**src/rtl/mem_0_pkg.sv**
```systemverilog
// Shared types and constants for the mem_0 pipeline stage.
// The optional access checker is enabled by defining MEM_0_ACCESS_CHECK_EN.
package mem_0_pkg;

   typedef enum logic [0:0] {
      ST_RUN    = 1'b0,
      ST_BUBBLE = 1'b1
   } state_t;

   localparam int WORD_IDX_HI  = 8;
   localparam int WORD_IDX_LO  = 2;
   localparam int BUBBLE_CNT_W = 8;
   localparam logic [BUBBLE_CNT_W-1:0] BUBBLE_CNT_MAX = '1;

`ifdef MEM_0_ACCESS_CHECK_EN
   localparam bit ACCESS_CHECK_EN = 1'b1;
`else
   localparam bit ACCESS_CHECK_EN = 1'b0;
`endif

   typedef struct packed {
      logic        oper;
      logic        readmem;
      logic        writemem;
      logic        writereg;
      logic [31:0] data_addr;
      logic [31:0] regb;
      logic [4:0]  regdest;
   } m1_t;

endpackage

```
**src/rtl/mem_0_addr_check.sv**
```systemverilog
// Combinational fault decode for memory accesses: misaligned or outside the RAM window.
// Reports no faults unless MEM_0_ACCESS_CHECK_EN is defined.
module mem_0_addr_check
   import mem_0_pkg::*;
(
   input  logic        oper,
   input  logic        readmem,
   input  logic        writemem,
   input  logic [31:0] addr,
   output logic        fault
);

   logic bad_addr;

   assign bad_addr = (addr[1:0] != 2'b00) || (addr[31:WORD_IDX_HI+1] != '0);
   assign fault    = ACCESS_CHECK_EN && oper && (readmem || writemem) && bad_addr;

endmodule

```
**src/rtl/mem_0.sv**
```systemverilog
// MEM0 pipeline stage: registers EX results toward MEM1 and inserts one bubble on a store-to-load hazard.
// MEM_0_ACCESS_CHECK_EN adds address fault checking and the sticky error capture.
//
// Handshake: an ex_m0 instruction is taken in any cycle where ex_m0_valid && m0_ex_ready;
// m0_ex_ready is combinational and EX must hold its instruction while it is low.
module mem_0
   import mem_0_pkg::*;
(
   input  logic                    clock,
   input  logic                    reset,
   input  logic                    ex_m0_valid,
   input  logic                    ex_m0_oper,
   input  logic                    ex_m0_readmem,
   input  logic                    ex_m0_writemem,
   input  logic [31:0]             ex_m0_alu_result,
   input  logic [31:0]             ex_m0_regb,
   input  logic [4:0]              ex_m0_regdest,
   input  logic                    ex_m0_writereg,
   input  logic                    ex_m0_flush,
   output logic                    m0_ex_ready,
   output logic                    m0_m1_oper,
   output logic                    m0_m1_readmem,
   output logic                    m0_m1_writemem,
   output logic                    m0_m1_writereg,
   output logic [31:0]             m0_m1_data_addr,
   output logic [31:0]             m0_m1_regb,
   output logic [4:0]              m0_m1_regdest,
   output logic                    m0_err,
   output logic [31:0]             m0_err_addr,
   output logic [BUBBLE_CNT_W-1:0] m0_bubble_cnt,
   output state_t                  m0_state
);

   state_t                  state_q, state_d;
   m1_t                     m1_q, m1_d;
   logic [BUBBLE_CNT_W-1:0] bubble_cnt_q, bubble_cnt_d;
   logic                    hazard;
   logic                    stall;
   logic                    transfer;
   logic                    fault;

   mem_0_addr_check u_addr_check (
      .oper     (ex_m0_oper),
      .readmem  (ex_m0_readmem),
      .writemem (ex_m0_writemem),
      .addr     (ex_m0_alu_result),
      .fault    (fault)
   );

   // A load reading the word the previous store is writing must wait one cycle.
   always_comb begin
      hazard = ex_m0_valid && ex_m0_oper && ex_m0_readmem && m1_q.oper && m1_q.writemem &&
               (ex_m0_alu_result[WORD_IDX_HI:WORD_IDX_LO] == m1_q.data_addr[WORD_IDX_HI:WORD_IDX_LO]);
      stall       = (state_q == ST_RUN) && hazard && !ex_m0_flush;
      m0_ex_ready = !stall;
      transfer    = ex_m0_valid && !stall && !ex_m0_flush;
   end

   always_comb begin
      m1_d = '0;
      if (transfer) begin
         m1_d.oper      = ex_m0_oper;
         m1_d.readmem   = ex_m0_readmem && !fault;
         m1_d.writemem  = ex_m0_writemem && !ex_m0_readmem && !fault;
         m1_d.writereg  = ex_m0_writereg && !fault;
         m1_d.data_addr = ex_m0_alu_result;
         m1_d.regb      = ex_m0_regb;
         m1_d.regdest   = ex_m0_regdest;
      end

      state_d      = stall ? ST_BUBBLE : ST_RUN;
      bubble_cnt_d = bubble_cnt_q;
      if (stall && (bubble_cnt_q != BUBBLE_CNT_MAX)) begin
         bubble_cnt_d = bubble_cnt_q + 1'b1;
      end
   end

   always_ff @(posedge clock or posedge reset) begin
      if (reset) begin
         state_q      <= ST_RUN;
         m1_q         <= '0;
         bubble_cnt_q <= '0;
      end else begin
         state_q      <= state_d;
         m1_q         <= m1_d;
         bubble_cnt_q <= bubble_cnt_d;
      end
   end

`ifdef MEM_0_ACCESS_CHECK_EN
   logic        err_q, err_d;
   logic [31:0] err_addr_q, err_addr_d;

   // Only the first fault is recorded; later ones leave the capture untouched.
   always_comb begin
      err_d      = err_q;
      err_addr_d = err_addr_q;
      if (transfer && fault && !err_q) begin
         err_d      = 1'b1;
         err_addr_d = ex_m0_alu_result;
      end
   end

   always_ff @(posedge clock or posedge reset) begin
      if (reset) begin
         err_q      <= 1'b0;
         err_addr_q <= '0;
      end else begin
         err_q      <= err_d;
         err_addr_q <= err_addr_d;
      end
   end

   assign m0_err      = err_q;
   assign m0_err_addr = err_addr_q;
`else
   assign m0_err      = 1'b0;
   assign m0_err_addr = '0;
`endif

   assign m0_m1_oper      = m1_q.oper;
   assign m0_m1_readmem   = m1_q.readmem;
   assign m0_m1_writemem  = m1_q.writemem;
   assign m0_m1_writereg  = m1_q.writereg;
   assign m0_m1_data_addr = m1_q.data_addr;
   assign m0_m1_regb      = m1_q.regb;
   assign m0_m1_regdest   = m1_q.regdest;
   assign m0_bubble_cnt   = bubble_cnt_q;
   assign m0_state        = state_q;

endmodule

```
**config.mk**
```make
export PLATFORM = sky130hd
export DESIGN_NAME = mem_0
export DESIGN_NICKNAME = d
export VERILOG_FILES = /design/src/rtl/mem_0_pkg.sv /design/src/rtl/mem_0_addr_check.sv /design/src/rtl/mem_0.sv
export SDC_FILE = /design/constraint.sdc
export NUM_CORES = 1
export LEC_CHECK = 0
export ABC_AREA = 1
export CORE_MARGIN = 2
export CORE_UTILIZATION = 39
export DETAILED_ROUTE_END_ITERATION = 10
export PLACE_DENSITY_LB_ADDON = 0.08
export SLEW_MARGIN = 10
export SYNTH_ARGS = -nofsm -noshare
export SYNTH_HDL_FRONTEND = slang
export SYNTH_HIERARCHICAL = 1
export SYNTH_SLANG_ARGS = --single-unit
```
**constraint.sdc**
```tcl
create_clock -name clock -period 2.84 [get_ports clock]
set_clock_uncertainty 0.1 [all_clocks]
set_input_delay 0.284 -clock clock [delete_from_list [all_inputs] [get_ports clock]]
set_output_delay 0.284 -clock clock [all_outputs]
set_load 0.03 [all_outputs]
```
==> run summary, run 1 <==
R2R Path Start - m0_m1_data_addr[6]
CTS tree - yes
Reg clk slew, reported paths - 80 ps
antenna cells - 0
max_cap viols - 0
GP Congestion - 0.809
nets@finish - 627
met1 wire length - 2910 um
count leader, synth - inv_1
PwrDens - 503 nW/um^2
Die W - 98.1 um
Slowest-stage cell, CP - clkdlybuf4s50_1
FF-to-FF setup slack - 1040 ps
Leakage - 2.75 nW
Layout area overhead - 52.0%
Pre-Repair DR Iteration Count - 4
CP Cell Sequence - clkdlybuf4s50_1 -> nand2_1 -> nor2_1 -> inv_1 -> nor2_1 -> nand2_1 -> nor2_1 -> nand2_1 -> clkdlybuf4s50_1
Hold Path Class - in -> async
Final min period - 2500 ps
Sequential Power Share - 0.461
worst-case vdd ir drop - 0.000284 V
top cells by area, synth - dfrtp_1, inv_1, nor2_1
Critical Path Sink - m0_ex_ready
FF-to-FF End - m0_m1_data_addr[12]
total chip power - 2.64 mW
largest net degree at the start of global routing - 46
# hold bufs at CTS - 0
endpoints failing hold - 0
clock share of power - 0.374
register area share after synthesis - 0.594
Worst-Skew Late Latency - 350 ps
R2R cell count - 7
Post-Syn Instances - 385
top cell type's share of synthesized area - 0.594
Setup CP Type - in -> out
Slew headroom - 0.552
EDFF count, synth - 0
setup tns final - 0 ps
CTS max path bufs - 2
combinational share of power - 0.165
Die H - 98.1 um
met3 wire length - 767 um
Final ANT Viol Nets - 0
DR vias/cell - 4.05
top cell family by delay on the critical path - buffers and inverters
Inserted Clock Buffers - 9
placed insts - 646
htree depth - 3
1st-iter DRT viols - 68
most instantiated cells after synthesis - inv_1, nor2_1, dfrtp_1
met2 wire length - 3880 um
CP required - 2460 ps
FILL cells - 767
Post-Syn Area per Cell - 8.98 sq um
Worst path depth - 9
nature of the critical path startpoint - input pin
Crit path arrival time - 2120 ps
I/O Buffers - 159
vias in the first global route - 2688
Post-CTS Setup Inserts - 0
first-pass GRT wire length - 12700 um
sw power - 671 uW
status - completed
Top Metal Used - met4
RSZ-0062 raised after global routing - no
post_cts resized - 0
Initial Util - 0.400
clock sink total - 82
Synth warnings - 6
Int Pwr - 1.97 mW
Core Util, Final - 0.608
Post-Syn Area - 3460 sq um
Core Area - 8640 sq um
gr usage total - 0.168
Crit path largest cell delay - 610 ps
FP Rows - 34
WP buf/inv - 3
share of layout cells above drive strength 1 - 0.0398
final std cells w/o fill - 661
Tightest Pin Transition - 672 ps
hpwl dp - 5760 um
Synth Register Bits - 82
highest clock rate - 0.400 GHz
Synth area leader - dfrtp_1
Die Area - 9630 sq um
launch point of the worst path - ex_m0_valid
switching share of power - 0.254
Min Hold Slack - 225 ps
Tcrit/Tclk final - 0.881
DRC - 0
critical path fanouts, max - 4
total number of vias - 2678
global route overflow - 0
initial antenna violation count - 0
final setup vio count - 0
fraction of registers with async set/reset - 1.00
drt wl/cell - 11.7 um
post-synthesis cell type count - 16
Top Ports - 193
clock root buffer - clkbuf_8
crit end category - primary output
WL final - 7710 um
Slew Limit Fails - 0
Synth Flop Type - dfrtp_1
## final cells by class
| class | count | area [sq um] | share of cell area |
|---|---|---|---|
| flip-flops and latches | 82 | 2050 | 0.391 |
| repair buffers | 164 | 1650 | 0.315 |
| multi-input cells | 196 | 820 | 0.156 |
| inverters | 96 | 362 | 0.0688 |
| well taps | 108 | 135 | 0.0257 |
| clock buffers | 10 | 128 | 0.0243 |
| clock inverters | 5 | 104 | 0.0198 |
## worst reg2reg max path, cell delays in order (launching register included)
cell and delay [ps]:
dfrtp_1 390, xnor2_1 260, nand2_1 90, nor2_1 140, nand2_1 120, nand3_4 240, buf_4 290, nor2_1 70
## per-stage QoR
step / cell area, sq um / worst slack [ps]
2_1_floorplan: 3580 / 348
3_3_place_gp: 5020 / 369
3_5_place_dp: 5020 / 347
4_1_cts: 5250 / 337
5_1_grt: 5250 / 199
6_report: 5250 / 339
## cell families (layout without fill, tap and decap cells)
group,Yosys count,after routing,synth area share
flip-flops,82,82,0.594
buffers and inverters,139,275,0.204
adder cells (fa/ha/maj),1,1,0.00362
other,2,34,0.00217
AND/OR/NAND/NOR,157,157,0.186
XOR/XNOR,4,4,0.0101
## metal layers
| layer | GRT usage | vias up |
|---|---|---|
| li1 | - | 1348 |
| met1 | 0.188 | 1220 |
| met2 | 0.282 | 98 |
| met3 | 0.0716 | 12 |
| met4 | 0.0717 | 0 |
| met5 | 0 | - |
## state kept, by name, summed over array words and instances (netlist names)
signal / cells
m0_m1_regdest: 5
m0_m1_writereg: 1
m0_m1_readmem: 1
m0_m1_regb: 32
m0_m1_data_addr: 32
m0_m1_oper: 1
m0_state: 1
m0_bubble_cnt: 8
m0_m1_writemem: 1
## power groups by stage
stage                     registers [mW]  logic, mW  clock network (mW)
after floorplan                     1.32      0.184                   0
after global placement              1.24      0.437                   0
after detailed placement            1.24      0.439                   0
after CTS                           1.22      0.441                1.03
after global routing                1.22      0.472                1.07
final                               1.22      0.436               0.989
## worst min path at each step
stage / end / slack (ps) / cells after the start
2_1_floorplan: m0_m1_data_addr[0] / 290 / 2
3_3_place_gp: m0_bubble_cnt[5] / 420 / 2
3_5_place_dp: m0_bubble_cnt[5] / 430 / 2
4_1_cts: m0_m1_data_addr[15] / 250 / 2
5_1_grt: m0_m1_data_addr[24] / 280 / 2
6_report: m0_m1_data_addr[24] / 230 / 2
## cells in the final DEF, fill, tap and decap left out
cell	synthesis	routed
buf_12	0	2
buf_4	34	3
bufinv_16	0	3
clkbuf_1	0	1
clkbuf_8	0	9
clkdlybuf4s50_1	0	159
clkinv_2	0	2
clkinv_4	0	1
conb_1	2	34
dfrtp_1	82	82
ha_1	1	1
inv_1	96	95
nand2_1	47	47
nand3_1	10	10
nand3_4	1	1
nand3b_1	1	1
nand4_1	8	8
nor2_1	87	87
nor2_2	1	1
nor3_1	2	2
xnor2_1	4	4
(Power assumes the default switching activity.)
==> run 2, diff against run 1 <==
--- a/config.mk
+++ b/config.mk
@@ -10,7 +10,6 @@
 export CORE_UTILIZATION = 39
 export DETAILED_ROUTE_END_ITERATION = 10
 export PLACE_DENSITY_LB_ADDON = 0.08
-export SLEW_MARGIN = 10
 export SYNTH_ARGS = -nofsm -noshare
 export SYNTH_HDL_FRONTEND = slang
 export SYNTH_HIERARCHICAL = 1
==> results of run 2 <==
Final layout, timing and power as in run 1 (identical DEF).
==> run 3, diff against run 2 <==
--- a/config.mk
+++ b/config.mk
@@ -5,9 +5,8 @@
 export SDC_FILE = /design/constraint.sdc
 export NUM_CORES = 1
 export LEC_CHECK = 0
-export ABC_AREA = 1
 export CORE_MARGIN = 2
-export CORE_UTILIZATION = 39
+export CORE_UTILIZATION = 37
 export DETAILED_ROUTE_END_ITERATION = 10
 export PLACE_DENSITY_LB_ADDON = 0.08
 export SYNTH_ARGS = -nofsm -noshare
==> run summary, run 3 <==
total chip power - 2.49 mW (-5.8%)
Post-Syn Area - 3230 sq um (-6.6%)
count leader, synth - dfrtp_1
clock root buffer - clkbuf_8
PwrDens - 495 nW/um^2 (-1.6%)
CP Cell Sequence - xnor2_1 -> nand4_1 -> nor3_2 -> inv_1 -> clkdlybuf4s50_1
post-synthesis cell type count - 32 (+16)
initial antenna violation count - 0 (unchanged)
Reg clk slew, reported paths - 90 ps (about the same)
clock sink total - 82 (unchanged)
CP required - 2460 ps (about the same)
fraction of registers with async set/reset - 1.00 (unchanged)
vias in the first global route - 2195 (-18%)
DRC - 0 (unchanged)
Final min period - 2650 ps (+153 ps)
RSZ-0062 raised after global routing - no
setup tns final - 0 ps (unchanged)
Synth warnings - 6 (unchanged)
CTS tree - yes
WL final - 7130 um (-7.4%)
FILL cells - 768 (+0.13%)
Crit path largest cell delay - 600 ps (about the same)
Synth area leader - dfrtp_1
Core Area - 8590 sq um (-0.49%)
commonest non-fill, non-tap cells in the layout - clkdlybuf4s50_1, dfrtp_1, and2_1
htree depth - 3 (unchanged)
GP Congestion - 0.776 (-4.1%)
Tcrit/Tclk final - 0.934 (+0.0537)
Inserted Clock Buffers - 9 (unchanged)
hpwl dp - 5050 um (-12%)
top cells by area, synth - dfrtp_1, and2_1, buf_4
Slowest-stage cell, CP - clkdlybuf4s50_1
EDFF count, synth - 0 (unchanged)
1st-iter DRT viols - 69 (+1.5%)
Slew Limit Fails - 0 (unchanged)
worst-case vdd ir drop - 0.000211 V (-26%)
drt wl/cell - 13.5 um (+16%)
final setup vio count - 0 (unchanged)
Post-Syn Instances - 252 (-35%)
share of layout cells above drive strength 1 - 0.0618 (+0.0220)
Synth Register Bits - 82 (unchanged)
status - completed
total number of vias - 2244 (-16%)
Die H - 97.4 um (-0.76%)
Min Hold Slack - 250 ps (+24.5 ps)
crit end category - primary output
register area share after synthesis - 0.636 (+0.0421)
DR vias/cell - 4.24 (+4.7%)
Synth Flop Type - dfrtp_1
commonest non-fill, non-tap cell in the layout - clkdlybuf4s50_1
Final ANT Viol Nets - 0 (unchanged)
max_cap viols - 0 (unchanged)
Tightest Pin Transition - 566 ps (-106 ps)
Design Area, Final - 5030 sq um (-4.3%)
Setup CP Type - reg -> out
post-place setup slack - 163 ps (-184 ps)
Layout area overhead - 55.8%
Worst-Skew Late Latency - 340 ps (about the same)
placed cell area - 4820 sq um (-4.0%)
global route overflow - 0 (unchanged)
gr usage total - 0.156 (-0.0127)
endpoints failing hold - 0 (unchanged)
Post-Syn Area per Cell - 12.8 sq um (+43%)
most instantiated cells after synthesis - dfrtp_1, and2_1, buf_4
Hold Path Class - in -> async
Pre-Repair DR Iteration Count - 4 (unchanged)
Post-CTS Setup Inserts - 0 (unchanged)
antenna cells - 0 (unchanged)
Die Area - 9480 sq um (-1.5%)
nets@finish - 494 (-21%)
top cell type's share of synthesized area - 0.636 (+0.0421)
Crit path arrival time - 2270 ps (+150 ps)
nature of the critical path startpoint - register
# hold bufs at CTS - 0 (unchanged)
Core Util, Final - 0.585 (-0.0232)
final std cells w/o fill - 529 (-20%)
highest clock rate - 0.377 GHz (-5.7%)
Die W - 97.4 um (-0.76%)
Initial Util - 0.376 (-0.0247)
FP Rows - 34 (unchanged)
first-pass GRT wire length - 11400 um (-9.6%)
Slew headroom - 0.623 (+0.0709)
worst setup margin - 186 ps (-153 ps)
FF-to-FF setup slack - 940 ps (-100 ps)
Top Ports - 193 (unchanged)
largest net degree at the start of global routing - 83 (+80%)
placed insts - 513 (-21%)
critical path fanouts, max - 4 (unchanged)
Leakage - 2.26 nW (-18%)
I/O Buffers - 159 (unchanged)
CTS max path bufs - 2 (unchanged)
run 3: metal layers:
metal / global-route usage / routed length (um) / vias up
li1: - / - / 1065
met1: 0.176 / 2760 / 1067
met2: 0.262 / 3640 / 104
met3: 0.0647 / 635 / 8
met4: 0.0609 / 101 / 0
met5: 0 / 0 / -
run 3: final timing paths:
kind | cells past startpoint | start | end
setup reg to reg | 5 | m0_m1_data_addr[2] | m0_m1_oper
hold / removal | 3 | reset | m0_m1_data_addr[0]
max in group asynchronous | 3 | reset | m0_m1_regb[19]
min in group clock | 2 | ex_m0_regdest[2] | m0_m1_regdest[2]
hold reg to reg | 1 | m0_bubble_cnt[5] | m0_bubble_cnt[5]
setup / recovery | 5 | m0_m1_data_addr[2] | m0_ex_ready
run 3: report_power, final:
group | switching, mW | internal [mW] | total [mW]
combinational | 0.225 | 0.188 | 0.414
sequential | 0.0115 | 1.20 | 1.22
clock | 0.423 | 0.435 | 0.858
run 3: layout make-up:
cell class	count	area (sq um)	share of cell area
Sequential cell	82	2050	0.408
Timing Repair Buffer	162	1630	0.323
Multi-Input combinational cell	159	1000	0.199
Clock buffer	11	141	0.0281
Tap cell	108	135	0.0269
Clock inverter	5	62.6	0.0124
Inverter	2	8.76	0.00174
run 3: repair_timing:
| action | CTS | global route |
|---|---|---|
| setup endpoints to repair | 0 | 1 |
| resized for setup | 0 | 1 |
| endpoints found under the hold margin | 0 | 0 |
run 3: cells by family after synthesis:
group	synth area share
fa+ha+maj	0.00388
xor+xnor	0.0326
mux	0.00698
flops	0.636
buf+inv	0.0923
simple gates	0.208
other cells	0.00233
compound gates	0.0182
run 3: critical path: cells and delay by family (launching register included):
kind / cells / cell delay, ps
buffers and inverters: 2 / 670
and+or+nand+nor: 2 / 650
DFF: 1 / 390
xor gates and xnor gates: 1 / 220
